<file path="src/rtl/stream_rx_pkg.sv">
// Shared types and widths for the stream receive checker.
// The optional parity check is enabled with STREAM_RX_PARITY_EN.
package stream_rx_pkg;

    localparam int DATA_W = 8;
    localparam int CNT_W  = 16;

    typedef enum logic [1:0] {
        IDLE,
        RUN,
        PASS,
        FAIL
    } state_e;

    function automatic logic [CNT_W-1:0] sat_inc(input logic [CNT_W-1:0] v);
        return (&v) ? v : v + CNT_W'(1);
    endfunction

endpackage

</file>
<file path="src/rtl/stream_rx_fifo.sv">
// Power-of-two circular FIFO with registered occupancy.
// Push is refused when full and pop when empty, so callers may drive raw requests.
module stream_rx_fifo
    import stream_rx_pkg::*;
#(
    parameter int DEPTH = 4,
    localparam int AW   = $clog2(DEPTH)
) (
    input  logic              clk_i,
    input  logic              rst_ni,
    input  logic              push_i,
    input  logic [DATA_W-1:0] data_i,
    input  logic              pop_i,
    output logic [DATA_W-1:0] data_o,
    output logic              full_o,
    output logic              empty_o,
    output logic [AW:0]       count_o
);

    logic [DATA_W-1:0] mem_q [DEPTH];
    logic [AW-1:0]     wptr_q, wptr_d;
    logic [AW-1:0]     rptr_q, rptr_d;
    logic [AW:0]       count_q, count_d;
    logic              do_push, do_pop;

    assign full_o  = (count_q == (AW+1)'(DEPTH));
    assign empty_o = (count_q == '0);
    assign count_o = count_q;
    assign data_o  = mem_q[rptr_q];

    assign do_push = push_i && !full_o;
    assign do_pop  = pop_i && !empty_o;

    // Pointers wrap naturally because DEPTH is a power of two.
    always_comb begin
        wptr_d  = wptr_q;
        rptr_d  = rptr_q;
        count_d = count_q;
        if (do_push) wptr_d = wptr_q + AW'(1);
        if (do_pop)  rptr_d = rptr_q + AW'(1);
        unique case ({do_push, do_pop})
            2'b10:   count_d = count_q + (AW+1)'(1);
            2'b01:   count_d = count_q - (AW+1)'(1);
            default: count_d = count_q;
        endcase
    end

    always_ff @(posedge clk_i or negedge rst_ni) begin
        if (!rst_ni) begin
            wptr_q  <= '0;
            rptr_q  <= '0;
            count_q <= '0;
        end else begin
            wptr_q  <= wptr_d;
            rptr_q  <= rptr_d;
            count_q <= count_d;
        end
    end

    always_ff @(posedge clk_i) begin
        if (do_push) mem_q[wptr_q] <= data_i;
    end

endmodule

</file>
<file path="config.mk">
export PLATFORM = sky130hd
export DESIGN_NAME = stream_rx_fifo
export DESIGN_NICKNAME = d
export VERILOG_FILES = /design/src/rtl/stream_rx_pkg.sv /design/src/rtl/stream_rx_fifo.sv
export SDC_FILE = /design/constraint.sdc
export NUM_CORES = 1
export LEC_CHECK = 0
export CAP_MARGIN = 10
export CORE_AREA = 10 10 65 67
export DETAILED_ROUTE_END_ITERATION = 16
export DIE_AREA = 0 0 75 77
export PLACE_DENSITY = 0.8
export SYNTH_ARGS = -nofsm -noshare
export SYNTH_HDL_FRONTEND = slang
export SYNTH_SLANG_ARGS = --single-unit
</file>
<file path="constraint.sdc">
create_clock -name clk_i -period 2.7 [get_ports clk_i]
set_input_delay 0.27 -clock clk_i [delete_from_list [all_inputs] [get_ports clk_i]]
set_output_delay 0.27 -clock clk_i [all_outputs]
set_load 0.02 [all_outputs]
</file>
==> load_flow_metrics.sql, run 1 <==
INSERT INTO impl_metrics (metric_group, metric, value, unit) VALUES
('critical_path', 'worst_path_dominant_cell_family', 'buffers and inverters', ''),
('run_status', 'result_of_the_run', 'complete, no violations', ''),
('sta', 'unrepaired_setup_endpoints_after_global_routing', 'false', ''),
('sta', 'skew', '5.26', 'ps'),
('yosys', 'synth.net_count', '97', ''),
('placement', 'gp_congestion', '0.685', ''),
('routing', 'vias_per_cell', '5.27', ''),
('sta', 'hold_ws', '186', 'ps'),
('placement', 'detailed_place_hpwl', '1950', 'um'),
('pwr', 'pwr_density_cell', '1090', 'nW/um2'),
('sta', 'max_freq', '406', 'MHz'),
('floorplan', 'placement_rows', '20', ''),
('sta', 'setup_viol_count_final', '0', ''),
('sta', 'final.setup.tns', '0', 'ps'),
('grt', 'antenna_found_initial', '0', ''),
('finish', 'post_route_cells_drive_above_1_share', '20.9', '%'),
('placement', 'portBuffers', '24', ''),
('clock_network', 'cts-buffers-inserted', '5', ''),
('floorplan', 'die_area', '5780', 'um2'),
('yosys', 'synthesized_area_per_cell', '20.2', 'um2'),
('floorplan', 'ios', '25', ''),
('critical_path', 'critical_path.max_fanout', '7', ''),
('critical_path', 'worstPathRequired', '2430', 'ps'),
('clock_network', 'cts_htree_levels', '2', ''),
('routing', 'wl', '2610', 'um'),
('grt', 'gr-total-overflow', '0', ''),
('finish', 'nNetsFinal', '127', ''),
('grt', 'grt_pass1_wl', '4410', 'um'),
('critical_path', 'criticalPathCategory', 'register to output port', ''),
('pwr', 'total_power', '2.09', 'mW'),
('finish', 'post_route_design_area', '1920', 'um2'),
('routing', 'drcViolationCount', '0', ''),
('routing', 'routed_wirelength_normalized_by_instance_count', '18.3', 'um'),
('critical_path', 'cp_data_arrival_time', '2190', 'ps'),
('yosys', 'synth_cells', '79', ''),
('clock_network', 'cts_num_sinks', '39', ''),
('clock_network', 'cts_tree', 'built', ''),
('sta', 'relSlewSlack', '72.8', '%'),
('grt', 'grt_max_degree', '12', ''),
('yosys', 'post_synth_instance_area', '1590', 'um2'),
('flow_run', 'drv_cap', '0', ''),
('sta', 'worstMarginPinSlew', '408', 'ps'),
('clock_network', 'worst_skew_pair.late_latency', '340', 'ps'),
('critical_path', 'critPathBufInv', '2', ''),
('routing', 'drtIter0Drc', '49', ''),
('floorplan', 'coreArea', '2980', 'um2'),
('yosys', 'sequential_cell_area_fraction_in_the_yosys_report', '71.3', '%'),
('routing', 'vias', '754', ''),
('sta', 'period_needed', '2460', 'ps'),
('critical_path', 'slowest_delay', '570', 'ps'),
('finish', 'area_growth_syn_to_layout', '20.7', '%'),
('pwr', 'p_leak', '0.698', 'nW'),
('worst_hold_path', 'hold_class', 'input pin to asynchronous set/reset pin', ''),
('sta', 'hold_violations', '0', ''),
('clock_network', 'clock_buffer_depth', '2', ''),
('pwr', 'vdd.ir_drop.worst', '0.630', 'mV'),
('routing', 'dr_pass1_iterations', '4', ''),
('critical_path', 'path_cells', 'buf_4, mux4_2, clkdlybuf4s50_1', ''),
('clock_network', 'clockRootBuffer', 'sky130_fd_sc_hd__clkbuf_4', ''),
('critical_path', 'setup.worst_path.start_class', 'register', ''),
('critical_path', 'worst_path_max_delay_cell', 'sky130_fd_sc_hd__dfrtp_1', ''),
('floorplan', 'initial_utilization', '53.5', '%'),
('floorplan', 'die_width', '75', 'um'),
('placement', 'placedInstanceArea', '1870', 'um2'),
('floorplan', 'die-height', '77', 'um'),
('finish', 'diodes', '0', ''),
('yosys', 'synthDistinctLibCells', '19', ''),
('routing', 'route.antenna.remaining_nets', '0', ''),
('clock_network', 'cts_post_setup_buffers_inserted', '0', ''),
('sta', 'finalCritPeriodShare', '91.3', '%'),
('clock_network', 'post_cts_hold_buffer_count', '0', ''),
('grt', 'grt_pass1_vias', '869', ''),
('yosys', 'postSynthRegisterBits', '39', ''),
('critical_path', 'endpoint_kind', 'output port', ''),
('clock_network', 'clk_transition_reported_paths', '110', 'ps'),
('sta', 'slew_violations', '0', ''),
('yosys', 'ys_warn_count', '0', ''),
('grt', 'track_usage', '10.7', '%'),
('finish', 'fill_cells', '218', ''),
('clock_network', 'cts_repair_resize_count', '0', '');
[sequential cells by signal, indices dropped and copies added (netlist names)]
name	flops
mem_q	32
count_o	3
rptr_q	2
wptr_q	2
[cells in the mapped netlist (all sizes together)]
cell | count | area, um2
buf | 1 | 5.00
dfrtp | 7 | 175
nor3 | 1 | 5.00
mux2i | 1 | 10.0
and2 | 4 | 30.0
mux2 | 1 | 15.0
o31a | 1 | 10.0
clkbuf | 1 | 3.75
ha | 5 | 62.6
xnor2 | 3 | 26.3
fa | 1 | 20.0
nand2 | 1 | 3.75
nor2 | 1 | 3.75
mux4 | 8 | 180
inv | 6 | 22.5
edfxtp | 32 | 961
nor3b | 1 | 18.8
nor2b | 1 | 13.8
xor2 | 3 | 26.3
[where the power goes]
| group | switching [mW] | leakage [nW] | total, mW | internal (mW) |
|---|---|---|---|---|
| Clock | 0.177 | 0.0293 | 0.278 | 0.101 |
| Sequential | 0.130 | 0.375 | 0.945 | 0.814 |
| Combinational | 0.401 | 0.294 | 0.868 | 0.467 |
| Total | 0.708 | 0.698 | 2.09 | 1.38 |
[cells by family after synthesis]
| family | share of synthesized area, % |
|---|---|
| adders and majority gates | 5.18 |
| and+or+nand+nor | 4.71 |
| muxes | 12.9 |
| buffers and inverters | 1.96 |
| DFF | 71.3 |
| AOI/OAI and AO/OA | 0.628 |
| xor gates and xnor gates | 3.30 |
[layout make-up]
type / instances / area (um2) / share of cell area (%)
Sequential cell: 39 / 1140 / 59.1
Multi-Input combinational cell: 32 / 425 / 22.1
Timing Repair Buffer: 25 / 248 / 12.9
Clock buffer: 7 / 45.0 / 2.34
Tap cell: 33 / 41.3 / 2.15
Inverter: 6 / 22.5 / 1.17
Clock inverter: 1 / 5.00 / 0.260
[final timing paths]
kind,to,startpoint,depth (start not counted),slack [ps]
min in group clk_i,count_o[2]$_DFFE_PN0P_,count_o[2]$_DFFE_PN0P_,1,550
hold / removal,rptr_q[0]$_DFFE_PN0P_,rst_ni,1,190
setup / recovery,data_o[2],rptr_q[0]$_DFFE_PN0P_,3,240
setup reg to reg,count_o[2]$_DFFE_PN0P_,count_o[0]$_DFFE_PN0P_,9,690
max in group asynchronous,count_o[0]$_DFFE_PN0P_,rst_ni,1,2250
hold reg to reg,count_o[2]$_DFFE_PN0P_,count_o[2]$_DFFE_PN0P_,1,550
[cells in the final DEF, fill, tap and decap left out, drive strengths merged, types with 3 or more instances in the layout]
master	netlist	layout
inv	6	6
dfrtp	7	7
clkbuf	1	7
xnor2	3	3
and2	4	4
ha	5	5
xor2	3	3
clkdlybuf4s50	0	24
edfxtp	32	32
mux4	8	8
[per-stage QoR]
stage / cells / utilization (%) / worst slack, ps
floorplan: 79 / - / 598
global placement: 135 / 62.9 / 620
detailed placement: 135 / 62.9 / 585
CTS: 143 / 64.6 / 186
global route: 143 / 64.6 / 81.2
finish: 143 / 64.6 / 235
[per-layer routing]
layer / vias up / GRT usage, % / routed length [um]
li1: 358 / - / -
met1: 373 / 11.3 / 1000
met2: 17 / 17.3 / 1390
met3: 6 / 5.66 / 173
met4: 0 / 3.98 / 42
met5: - / 0 / 0
Note: power is estimated with default switching activity, not from simulation.
==> inputs of run 2 (changes only) <==
- CORE_AREA: 10 10 65 67 -> 10 10 67 69
- DIE_AREA: 0 0 75 77 -> 0 0 77 79
- PLACE_DENSITY: 0.8 -> 0.75
- SKIP_CTS_REPAIR_TIMING: unset -> 1
- clock period: 2.7 -> 2.5 ns (I/O delays scaled with it)
==> run 2 against run 1 <==
- first-iteration DRC count rose by 12%
- core utilization shrank 4.4 points
- global-route usage down 0.84 points
- wire length rose by 3.4%
- sequential share of layout area down 0.58 points
- critical path depth unchanged
- total power rose by 9.2%
==> load_flow_metrics.sql, run 2 (synthesis gave the netlist of run 1 again) <==
INSERT INTO impl_metrics (metric_group, metric, value, unit) VALUES
('placement', 'gp_congestion', '0.669', ''),
('clock_network', 'cts-buffers-inserted', '5', ''),
('floorplan', 'die_area', '6080', 'um2'),
('floorplan', 'placement_rows', '21', ''),
('placement', 'portBuffers', '24', ''),
('finish', 'nNetsFinal', '127', ''),
('sta', 'unrepaired_setup_endpoints_after_global_routing', 'false', ''),
('clock_network', 'cts_tree', 'built', ''),
('finish', 'largest_register_ff_count', '32', ''),
('clock_network', 'clockRootBuffer', 'sky130_fd_sc_hd__clkbuf_4', ''),
('routing', 'wl', '2700', 'um'),
('sta', 'setup_viol_count_final', '0', ''),
('grt', 'gr-total-overflow', '0', ''),
('sta', 'slew_violations', '0', ''),
('critical_path', 'critical_path.max_fanout', '7', ''),
('clock_network', 'clk_transition_reported_paths', '110', 'ps'),
('routing', 'drtIter0Drc', '55', ''),
('sta', 'worstMarginPinSlew', '424', 'ps'),
('pwr', 'pwr_density_cell', '1170', 'nW/um2'),
('critical_path', 'r2r-start', 'count_o[0]$_DFFE_PN0P_', ''),
('placement', 'detailed_place_hpwl', '1990', 'um'),
('sta', 'hold_ws', '162', 'ps'),
('critical_path', 'worst_setup_path_startpoint', 'rptr_q[0]$_DFFE_PN0P_', ''),
('clock_network', 'clock_buffer_depth', '2', ''),
('sta', 'finalCritPeriodShare', '93.2', '%'),
('grt', 'antenna_found_initial', '0', ''),
('grt', 'grt_max_degree', '13', ''),
('grt', 'track_usage', '9.81', '%'),
('flow_run', 'drv_cap', '0', ''),
('critical_path', 'setup.worst_path.start_class', 'register', ''),
('floorplan', 'ios', '25', ''),
('critical_path', 'worst-r2r-setup-slack', '470', 'ps'),
('finish', 'layout.core_utilization', '60.2', '%'),
('finish', 'layout.cells.most_common', 'sky130_fd_sc_hd__edfxtp_1', ''),
('finish', 'area_growth_syn_to_layout', '22.1', '%'),
('sta', 'skew', '9.22', 'ps'),
('finish', 'max_flop_register', 'mem_q', ''),
('pwr', 'vdd.ir_drop.worst', '0.526', 'mV'),
('finish', 'layout.cells.most_common_list', '32 x sky130_fd_sc_hd__edfxtp_1, 24 x sky130_fd_sc_hd__clkdlybuf4s50_1, 8 x sky130_fd_sc_hd__mux4_2, 6 x sky130_fd_sc_hd__inv_1, 6 x sky130_fd_sc_hd__dfrtp_1', ''),
('floorplan', 'coreArea', '3230', 'um2'),
('clock_network', 'cts_num_sinks', '39', ''),
('run_status', 'result_of_the_run', 'complete, no violations', ''),
('floorplan', 'initial_utilization', '49.3', '%'),
('sta', 'max_freq', '429', 'MHz'),
('floorplan', 'die_width', '77', 'um'),
('critical_path', 'worstPathRequired', '2250', 'ps'),
('clock_network', 'cts_htree_levels', '2', ''),
('critical_path', 'endpoint_kind', 'output port', ''),
('sta', 'hold_violations', '0', ''),
('sta', 'relSlewSlack', '71.8', '%'),
('sta', 'period_needed', '2330', 'ps'),
('pwr', 'total_power', '2.28', 'mW'),
('grt', 'grt_pass1_vias', '863', ''),
('routing', 'vias_per_cell', '4.97', ''),
('routing', 'dr_pass1_iterations', '4', ''),
('routing', 'drcViolationCount', '0', ''),
('pwr', 'p_leak', '0.696', 'nW'),
('routing', 'vias', '776', ''),
('floorplan', 'die-height', '79', 'um'),
('finish', 'diodes', '0', ''),
('routing', 'routed_wirelength_normalized_by_instance_count', '17.3', 'um'),
('worst_hold_path', 'hold_class', 'input pin to asynchronous set/reset pin', ''),
('finish', 'post_route_cells_drive_above_1_share', '22.7', '%'),
('grt', 'grt_pass1_wl', '4490', 'um'),
('critical_path', 'cp_data_arrival_time', '2080', 'ps'),
('sta', 'final.setup.tns', '0', 'ps'),
('critical_path', 'criticalPathCategory', 'register to output port', ''),
('clock_network', 'worst_skew_pair.late_latency', '350', 'ps'),
('routing', 'route.antenna.remaining_nets', '0', '');
run 2: stage by stage:
stage,cells,cell area [um2],setup WS (ps)
after CTS,156,1940,57.7
after global placement,148,1890,489
final,156,1940,171
after detailed placement,148,1890,457
after floorplan,79,1590,398
after global routing,156,1940,57.2
run 2: final cells by class:
cell class,count,area (um2)
tap,46,57.6
sequential,39,1140
fill,249,1290
inverter,6,22.5
clock inverter,2,12.5
clock buffer,6,41.3
timing repair buffer,25,248
multi-input combinational,32,425
run 2: critical path, stage by stage (launching register included):
cell	delay, ps
sky130_fd_sc_hd__dfrtp_2	450
sky130_fd_sc_hd__buf_4	210
sky130_fd_sc_hd__mux4_2	520
sky130_fd_sc_hd__clkdlybuf4s50_1	550
run 2: worst paths after layout:
path                                     endpoint  cells after the start
setup / recovery                        data_o[7]                      3
hold / removal             count_o[2]$_DFFE_PN0P_                      1
setup reg to reg           count_o[2]$_DFFE_PN0P_                      9
hold reg to reg            count_o[2]$_DFFE_PN0P_                      1
max in group asynchronous   rptr_q[0]$_DFFE_PN0P_                      1
min in group clk_i          mem_q[0][5]$_DFFE_PP_                      1
run 2: metal layers:
layer	GRT usage (%)	part of all wire, %	vias up
met3	4.39	4.4	6
met2	15.8	54	17
met1	10.9	40	397
met5	0	0	-
li1	-	-	356
met4	4.93	1.0	0
run 2: report_power, final:
part	internal (mW)	total [mW]	switching (mW)	leakage (nW)
Sequential	0.882	1.01	0.132	0.374
Combinational	0.507	0.958	0.452	0.294
Clock	0.109	0.312	0.203	0.0282
Total	1.50	2.28	0.787	0.696
